## src/rtl/mul_pkg.sv

```systemverilog
// ---------------------------------------------------------------------------
// mul_pkg
// Shared definitions for the serial multiply-accumulate datapath:
//   - state_e  : output-serialiser FSM states (accumulate, low byte, high byte)
//   - PROD_W   : width of one product from the 4x4 multiplier
//   - ACC_W    : accumulator width
//   - ACC_MAX  : value the accumulator clamps to on overflow
//   - sat_clip : folds a one-bit-wider sum back into ACC_W bits, clamping
// ---------------------------------------------------------------------------
package mul_pkg;

    typedef enum logic [1:0] {
        ST_ACC    = 2'd0,
        ST_OUT_LO = 2'd1,
        ST_OUT_HI = 2'd2
    } state_e;

    localparam int             PROD_W  = 8;
    localparam int             ACC_W   = 16;
    localparam logic [ACC_W-1:0] ACC_MAX = 16'hFFFF;

    // Clamp a carry-extended sum to the accumulator range.
    function automatic logic [ACC_W-1:0] sat_clip(input logic [ACC_W:0] full);
        logic [ACC_W-1:0] res;
        if (full[ACC_W]) begin
            res = ACC_MAX;
        end else begin
            res = full[ACC_W-1:0];
        end
        return res;
    endfunction

endpackage

```

## src/rtl/sat_add16.sv

```systemverilog
// ---------------------------------------------------------------------------
// sat_add16
// Combinational 16-bit + 8-bit unsigned adder that clamps at 0xFFFF.
// Ports:
//   i_acc  [15:0] in   current accumulator value
//   i_add  [7:0]  in   product to add
//   o_sum  [15:0] out  clamped sum
//   o_ovf         out  1 when the true sum exceeded 0xFFFF
// ---------------------------------------------------------------------------
module sat_add16
    import mul_pkg::*;
(
    input  logic [ACC_W-1:0]  i_acc,
    input  logic [PROD_W-1:0] i_add,
    output logic [ACC_W-1:0]  o_sum,
    output logic              o_ovf
);

    logic [ACC_W:0] w_full;

    // Widen by one bit so the carry out is the overflow flag.
    always_comb begin
        w_full = {1'b0, i_acc} + {{(ACC_W-PROD_W+1){1'b0}}, i_add};
        o_ovf  = w_full[ACC_W];
        o_sum  = sat_clip(w_full);
    end

endmodule

```

## src/rtl/mul_accum_ser.sv

```systemverilog
// ---------------------------------------------------------------------------
// mul_accum_ser
// Sums N_TERMS 8-bit products into a saturating 16-bit accumulator and
// streams the result out as two bytes, low byte first.
// Ports:
//   clk         in        rising-edge clock
//   rst_n       in        asynchronous active-low reset
//   clear       in        synchronous abort of partial or pending result
//   in_valid    in        product_in is valid
//   in_ready    out       a product can be accepted this cycle
//   product_in  in  [7:0] unsigned product
//   out_valid   out       out_data is valid
//   out_ready   in        sink takes out_data this cycle
//   out_data    out [7:0] result byte
//   out_last    out       high (final) byte of the result
//   sat         out       current or last result saturated
// All outputs decode registered state only; no input reaches an output
// combinationally.
// ---------------------------------------------------------------------------
module mul_accum_ser
    import mul_pkg::*;
#(
    parameter int N_TERMS = 4,
    parameter int CNT_W   = 10
) (
    input  logic              clk,
    input  logic              rst_n,
    input  logic              clear,
    input  logic              in_valid,
    output logic              in_ready,
    input  logic [PROD_W-1:0] product_in,
    output logic              out_valid,
    input  logic              out_ready,
    output logic [7:0]        out_data,
    output logic              out_last,
    output logic              sat
);

    localparam logic [CNT_W-1:0] LAST_CNT = CNT_W'(N_TERMS - 1);

    state_e             r_state;
    logic [ACC_W-1:0]   r_acc;
    logic [CNT_W-1:0]   r_cnt;
    logic               r_sat;

    state_e             w_state_nxt;
    logic [ACC_W-1:0]   w_acc_nxt;
    logic [CNT_W-1:0]   w_cnt_nxt;
    logic               w_sat_nxt;

    logic [ACC_W-1:0]   w_sum;
    logic               w_ovf;

    sat_add16 u_sat_add16 (
        .i_acc (r_acc),
        .i_add (product_in),
        .o_sum (w_sum),
        .o_ovf (w_ovf)
    );

    // Next-state logic; clear wins over everything, including a product
    // presented in the same cycle.
    always_comb begin
        w_state_nxt = r_state;
        w_acc_nxt   = r_acc;
        w_cnt_nxt   = r_cnt;
        w_sat_nxt   = r_sat;
        if (clear) begin
            w_state_nxt = ST_ACC;
            w_acc_nxt   = {ACC_W{1'b0}};
            w_cnt_nxt   = {CNT_W{1'b0}};
            w_sat_nxt   = 1'b0;
        end else begin
            case (r_state)
                ST_ACC: begin
                    if (in_valid) begin
                        w_acc_nxt = w_sum;
                        // Saturation is sticky until the result drains.
                        w_sat_nxt = r_sat | w_ovf;
                        if (r_cnt == LAST_CNT) begin
                            w_cnt_nxt   = {CNT_W{1'b0}};
                            w_state_nxt = ST_OUT_LO;
                        end else begin
                            w_cnt_nxt   = r_cnt + CNT_W'(1);
                        end
                    end else begin
                        w_acc_nxt = r_acc;
                        w_cnt_nxt = r_cnt;
                    end
                end
                ST_OUT_LO: begin
                    if (out_ready) begin
                        w_state_nxt = ST_OUT_HI;
                    end else begin
                        w_state_nxt = ST_OUT_LO;
                    end
                end
                ST_OUT_HI: begin
                    if (out_ready) begin
                        w_state_nxt = ST_ACC;
                        w_acc_nxt   = {ACC_W{1'b0}};
                        w_sat_nxt   = 1'b0;
                    end else begin
                        w_state_nxt = ST_OUT_HI;
                    end
                end
                default: begin
                    w_state_nxt = ST_ACC;
                    w_acc_nxt   = {ACC_W{1'b0}};
                    w_cnt_nxt   = {CNT_W{1'b0}};
                    w_sat_nxt   = 1'b0;
                end
            endcase
        end
    end

    // State, accumulator, term counter and saturation flag registers.
    always_ff @(posedge clk or negedge rst_n) begin
        if (!rst_n) begin
            r_state <= ST_ACC;
            r_acc   <= {ACC_W{1'b0}};
            r_cnt   <= {CNT_W{1'b0}};
            r_sat   <= 1'b0;
        end else begin
            r_state <= w_state_nxt;
            r_acc   <= w_acc_nxt;
            r_cnt   <= w_cnt_nxt;
            r_sat   <= w_sat_nxt;
        end
    end

    // Output decode from registered state; the byte mux keeps data stable
    // under backpressure because r_acc does not change outside ST_ACC.
    always_comb begin
        in_ready  = 1'b0;
        out_valid = 1'b0;
        out_data  = 8'h00;
        out_last  = 1'b0;
        sat       = r_sat;
        case (r_state)
            ST_ACC: begin
                in_ready = 1'b1;
            end
            ST_OUT_LO: begin
                out_valid = 1'b1;
                out_data  = r_acc[7:0];
            end
            ST_OUT_HI: begin
                out_valid = 1'b1;
                out_data  = r_acc[15:8];
                out_last  = 1'b1;
            end
            default: begin
                in_ready = 1'b0;
            end
        endcase
    end

endmodule

```

## config.mk

```make
export PLATFORM = sky130hd
export DESIGN_NAME = mul_accum_ser
export DESIGN_NICKNAME = d
export VERILOG_FILES = /design/src/rtl/mul_pkg.sv /design/src/rtl/sat_add16.sv /design/src/rtl/mul_accum_ser.sv
export SDC_FILE = /design/constraint.sdc
export NUM_CORES = 1
export LEC_CHECK = 0
export BUFFER_PORTS_ARGS = -buffer_cell sky130_fd_sc_hd__buf_2
export CORE_MARGIN = 3
export CORE_UTILIZATION = 36
export CTS_CLUSTER_DIAMETER = 60
export DETAILED_ROUTE_END_ITERATION = 12
export PLACE_DENSITY = 0.53
export SLEW_MARGIN = 20
export SYNTH_ARGS = -nofsm -noshare
export SYNTH_HDL_FRONTEND = slang
export SYNTH_HIERARCHICAL = 1
export SYNTH_SLANG_ARGS = --single-unit
export TNS_END_PERCENT = 10
```

## constraint.sdc

```tcl
create_clock -name clk -period 2.55 [get_ports clk]
set_input_delay 0.6375 -clock clk [delete_from_list [all_inputs] [get_ports clk]]
set_output_delay 0.6375 -clock clk [all_outputs]
set_load 0.05 [all_outputs]
```

Yosys cells after proc, flatten, opt, wreduce, memory -nomap -nowiden
Cells that the tools add are included.

cells by class
  muxes and demuxes = 23
  bitwise gates (word level) = 1
  reductions and logical operators = 5
  eq/ne operators = 8
  add/subtract/negate cells = 2

operators with widths
  cell                     number
  $mux W16                 4
  $pmux W16 S3             1
  $mux W10                 3
  $pmux W10 S2             1
  $add A16 B8 Y17          1
  $pmux W8 S2              1
  $add A10 B1 Y10 const B  1
  $eq A10 B2 Y1 const B    1
  $mux W2                  5
  $ne A3 B3 Y1 const B     3
  $mux W1                  6
  $pmux W2 S3              1
  $reduce_and A2 Y1        2
  $pmux W1 S3              1
  $reduce_and A3 Y1        1
  $eq A2 B1 Y1 const B     1
  $eq A2 B2 Y1 const B     1
  $logic_not A2 Y1         1
  $ne A2 B1 Y1 const B     1
  $ne A2 B2 Y1 const B     1
  $reduce_or A2 Y1         1
  $or A1 B1 Y1             1

word-level totals
  output and inout port bits = 12
  flip-flop bits (word level) = 29

Longest topological paths before layout
  depth after elaboration = 5
  gate-level depth with buffers = 10

Hierarchy
Netlist, hierarchy kept.

modules (own cells, without submodules)
  module         area an instance (um^2)  instances  cells an instance  seq. area each (um^2)
  mul_accum_ser  1615.3                   1          176                725.7
  sat_add16      679.4                    1          91                 0.0

Least setup slack after synthesis
Ideal clock, no wire load.

  path kind = register to output
  start point = register r_state[1]
  end point = output port out_data[0]
  required time = 1.913 ns
  buffers on the path = 0
  arrival time = 2.061 ns
  cell stages (with the launch flop) = 5
  path slack = -0.149 ns
  cells stage by stage = dfrtp_1 > inv_1 > ha_1 > clkinv_1 > nor2_1

on the way
  cells in the longest elaborated chain, start to end = 2

ends and longest elaborated chain
  what                                          line                  RTL
  from (decl)                                   mul_accum_ser.sv:41   state_e r_state;
  from (signal assigned)                        mul_accum_ser.sv:125  r_state <= w_state_nxt;
  $eq A2 B2 Y1 or $eq A2 B1 Y1 (tied branches)  mul_accum_ser.sv:140  case (r_state)
  $pmux W8 S2 (*)                               mul_accum_ser.sv:140
  to (decl)                                     mul_accum_ser.sv:34   output logic [7:0] out_data,

Every way passes the cells marked *; elsewhere a longest branch is shown, timed or not.

Worst setup path in the final report
  start point = input port product_in[0]
  end point = register r_acc[13]

on the way
  cells in the longest elaborated chain, start to end = 5

ends and longest elaborated chain
  what                  line                  RTL
  from (decl)           mul_accum_ser.sv:31   input logic [PROD_W-1:0] product_in,
  $add A16 B8 Y17       sat_add16.sv:23       w_full = {1'b0, i_acc} + {{(ACC_W-PROD_W+1){1'b0}}, i_add};
  $mux W16              mul_pkg.sv:25         if (full[ACC_W]) begin
  named net w_sum[13]   mul_accum_ser.sv:51   logic [ACC_W-1:0] w_sum;
  $mux W16              mul_accum_ser.sv:76   if (in_valid) begin
  $pmux W16 S3          mul_accum_ser.sv:74   case (r_state)
  $mux W16              mul_accum_ser.sv:68   if (clear) begin
  to (signal assigned)  mul_accum_ser.sv:121  r_acc <= {ACC_W{1'b0}};
  to (signal assigned)  mul_accum_ser.sv:126  r_acc <= w_acc_nxt;
  to (decl)             mul_accum_ser.sv:42   logic [ACC_W-1:0] r_acc;

The timed path passes the listed nets, and every way through them passes these cells. The select of a mux whose other input is x is not followed.
A chain may end at the register's enable or synchronous reset.

==> impl_metrics.py <==
metrics = {
    "run_status": {
        "status": "finished clean",
    },
    "clock_network": {
        "cts_buffers": 5,
        "hold_buffers": 0,
        "cts_setup_buffers": 0,
        "htree_levels": 2,
        "path_clk_slew_ns": 0.07,
        "clockBufferDepth": 2,
        "clk_latency_ns": 0.28,
        "cts.sinks": 29,
        "post_cts_resized": 1,
        "tritoncts": "built",
        "root_buffer": "clkbuf_8",
    },
    "timing": {
        "skew_ns": 0.00727,
        "timing.hold.ws_ns": 0.385,
        "layout_setup_ws_ns": 0.124,
        "rsz0062_at_grt": "no",
        "min_period_ns": 2.43,
        "tightest_slew_ns": 0.674,
        "fin_crit_sh_pct": 95.2,
        "slew_headroom_pct": 55.1,
        "slew_viol_final": 0,
        "finalSetupViolations": 0,
        "fmax_mhz": 412,
        "finalHoldViolCount": 0,
    },
    "final_layout": {
        "nFillCells": 628,
        "finalInstanceArea_um2": 2670,
        "stdcell_count": 373,
        "nets": 324,
        "multi_input_area_um2": 1430,
        "diodes": 0,
        "finish.utilization_pct": 44.0,
        "seq_area_um2": 726,
        "drive_above_1_share_pct": 20.8,
        "syn_to_final_growth_pct": 16.1,
    },
    "floorplanning": {
        "io_pins": 25,
        "die_w_um": 85.8,
        "row_count": 28,
        "dieHeight_um": 85.8,
        "core_area_um2": 6060,
        "dieArea_um2": 7370,
        "start_util_pct": 37.9,
    },
    "global_route": {
        "overflow": 0,
        "grt_max_degree": 30,
        "grt_pass1_vias": 1984,
        "antenna_found_initial": 0,
        "grt_pass1_wl_um": 9990,
        "grt_use_total_pct": 16.9,
    },
    "drt": {
        "viasPerCell": 5.54,
        "dr.pass1.iters": 4,
        "vias": 2067,
        "wl_um": 5960,
        "drt-initial-drc-count": 140,
        "drtAntennaViolNets": 0,
        "wl_per_cell_um": 16.0,
        "remaining_drc_errors": 0,
    },
    "place": {
        "place_inst": 365,
        "post-dp-hpwl_um": 4270,
        "dpl_cell_area_um2": 2540,
        "dp_worst_setup_slack_ns": -0.159,
        "io_buffer_count": 24,
        "gp_congestion": 0.807,
    },
    "critical_path": {
        "crit_path_start_kind": "primary input",
        "path_max_fanout": 5,
        "critPathRequiredTime_ns": 2.69,
        "crit_start": "product_in[0]",
        "endpoint_kind": "register",
        "timing.rr.start": "r_acc[0]$_DFFE_PN0P_",
        "cp.arrival_ns": 2.56,
        "critPathKind": "primary input to register",
    },
    "synthesis": {
        "synthArstFlopShare_pct": 100,
        "ys_seq_elements": 29,
        "synth_edf_count": 0,
        "ys_seq_area_share_pct": 31.6,
        "synth-main-ff-cell": "dfrtp_1",
        "syn_area_per_cell_um2": 8.59,
        "syn_area_um2": 2290,
        "synth_nets": 294,
        "ys_types": 56,
        "yosysWarnings": 6,
        "syn_inst": 267,
    },
    "power_and_ir_drop": {
        "powerDensity_nw_per_um2": 575,
        "ir_drop_mv": 0.264,
        "p_leak_nw": 1.15,
    },
    "worst_hold_path": {
        "hp-class": "primary input to async pin",
    },
    "job": {
        "drv_cap": 0,
    },
}
==> registers in the layout (all words and copies together) (netlist names) <==
signal,cells
r_acc,16
r_cnt,10
r_state,2
sat,1
==> where the power goes <==
group	internal [W]	switching, W	total, W
Clock	0.000318	0.000179	0.000497
Sequential	0.000500	0.0000516	0.000552
Combinational	0.000200	0.000284	0.000483
==> area by class of cell <==
type | instances | share of cell area, %
sequential | 29 | 27.2
multi-input combinational | 203 | 53.5
clock inverter | 1 | 1.13
timing repair buffer | 35 | 8.08
inverter | 23 | 3.29
tap | 75 | 3.52
clock buffer | 7 | 3.24
==> cells in the final DEF, fill, tap and decap left out, types with 2 or more instances in the layout <==
| master | n |
|---|---|
| dfrtp_1 | 29 |
| buf_2 | 24 |
| nand4_1 | 23 |
| inv_1 | 21 |
| nor2_1 | 19 |
| o21ai_1 | 19 |
| a21oi_1 | 14 |
| ha_1 | 12 |
| o21ai_0 | 10 |
| buf_4 | 10 |
| nand2_1 | 9 |
| nand3_1 | 9 |
| a22oi_1 | 8 |
| nand2b_1 | 7 |
| xor2_1 | 6 |
| clkbuf_8 | 6 |
| and2_1 | 5 |
| or3_1 | 4 |
| nor2b_1 | 4 |
| o2bb2ai_1 | 4 |
| a31oi_1 | 4 |
| a21o_2 | 3 |
| nor3_1 | 3 |
| mux2_2 | 3 |
| o31ai_1 | 2 |
| mux2i_1 | 2 |
| or4_1 | 2 |
| mux2_4 | 2 |
| o211ai_1 | 2 |
| and4_1 | 2 |
| and3_1 | 2 |
| xnor2_1 | 2 |
==> cells in the mapped netlist, drive strengths merged (3+ instances only) <==
| cell type | number | area share (%) |
|---|---|---|
| nand2b | 7 | 1.9 |
| o2bb2ai | 4 | 1.5 |
| ha | 13 | 7.1 |
| nor2 | 19 | 3.1 |
| a31oi | 5 | 2.0 |
| a21o | 4 | 1.5 |
| nand4 | 23 | 6.3 |
| nor2b | 4 | 1.1 |
| o21ai | 29 | 6.3 |
| dfrtp | 29 | 32 |
| buf | 7 | 1.7 |
| nand2 | 9 | 1.5 |
| inv | 22 | 3.6 |
| nor3 | 3 | 0.65 |
| clkbuf | 5 | 0.82 |
| and2 | 5 | 1.4 |
| mux2 | 5 | 2.8 |
| xor2 | 6 | 2.3 |
| a21oi | 14 | 3.1 |
| or3 | 4 | 1.1 |
| nand3 | 10 | 2.4 |
| or4 | 3 | 1.1 |
| a22oi | 8 | 2.6 |
==> per-layer routing <==
| metal | track usage [%] | wire length [um] | up-vias |
|---|---|---|---|
| met1 | 22.8 | 2900 | 993 |
| met5 | 0 | 0 | - |
| met4 | 4.32 | 29 | 0 |
| met2 | 27.9 | 2800 | 29 |
| li1 | - | - | 1043 |
| met3 | 2.88 | 224 | 2 |
==> kinds of logic (layout without fill, tap and decap cells) <==
family | after synthesis | count (layout) | share of synthesized area, %
mux | 7 | 7 | 3.65
xor+xnor | 8 | 8 | 3.05
flops | 29 | 29 | 31.6
compound gates | 78 | 78 | 22.9
simple gates | 96 | 96 | 24.5
fa+ha+maj | 14 | 14 | 7.96
buf+inv | 35 | 66 | 6.33
==> critical path, stage by stage <==
cell and delay (ns):
buf_2 0.10, ha_1 0.20, fa_1 0.39, a211o_1 0.36, a31oi_4 0.22, o22a_4 0.20, o21ai_1 0.07, mux2_2 0.26
nand4_1 0.06, o21ai_1 0.06
==> path summary, 6_finish.rpt <==
kind | end | slack (ns) | cells after the start
worst min register to register | sat$_DFFE_PN0P_ | 0.55 | 2
min in group clk | sat$_DFFE_PN0P_ | 0.55 | 2
worst min-delay path | r_acc[6]$_DFFE_PN0P_ | 0.38 | 1
worst max-delay path | r_acc[13]$_DFFE_PN0P_ | 0.12 | 10
worst max register to register | r_acc[13]$_DFFE_PN0P_ | 0.14 | 9
max in group asynchronous | r_state[1]$_DFFE_PN0P_ | 1.72 | 1
==> stage by stage <==
stage | total power (W) | setup TNS, ns
after floorplan | 0.000906 | -1.19
after global placement | 0.00104 | -1.72
after detailed placement | 0.00104 | -1.85
after CTS | 0.00155 | 0
after global routing | 0.00163 | 0
final | 0.00153 | 0
Note: power is estimated with default switching activity, not from simulation.
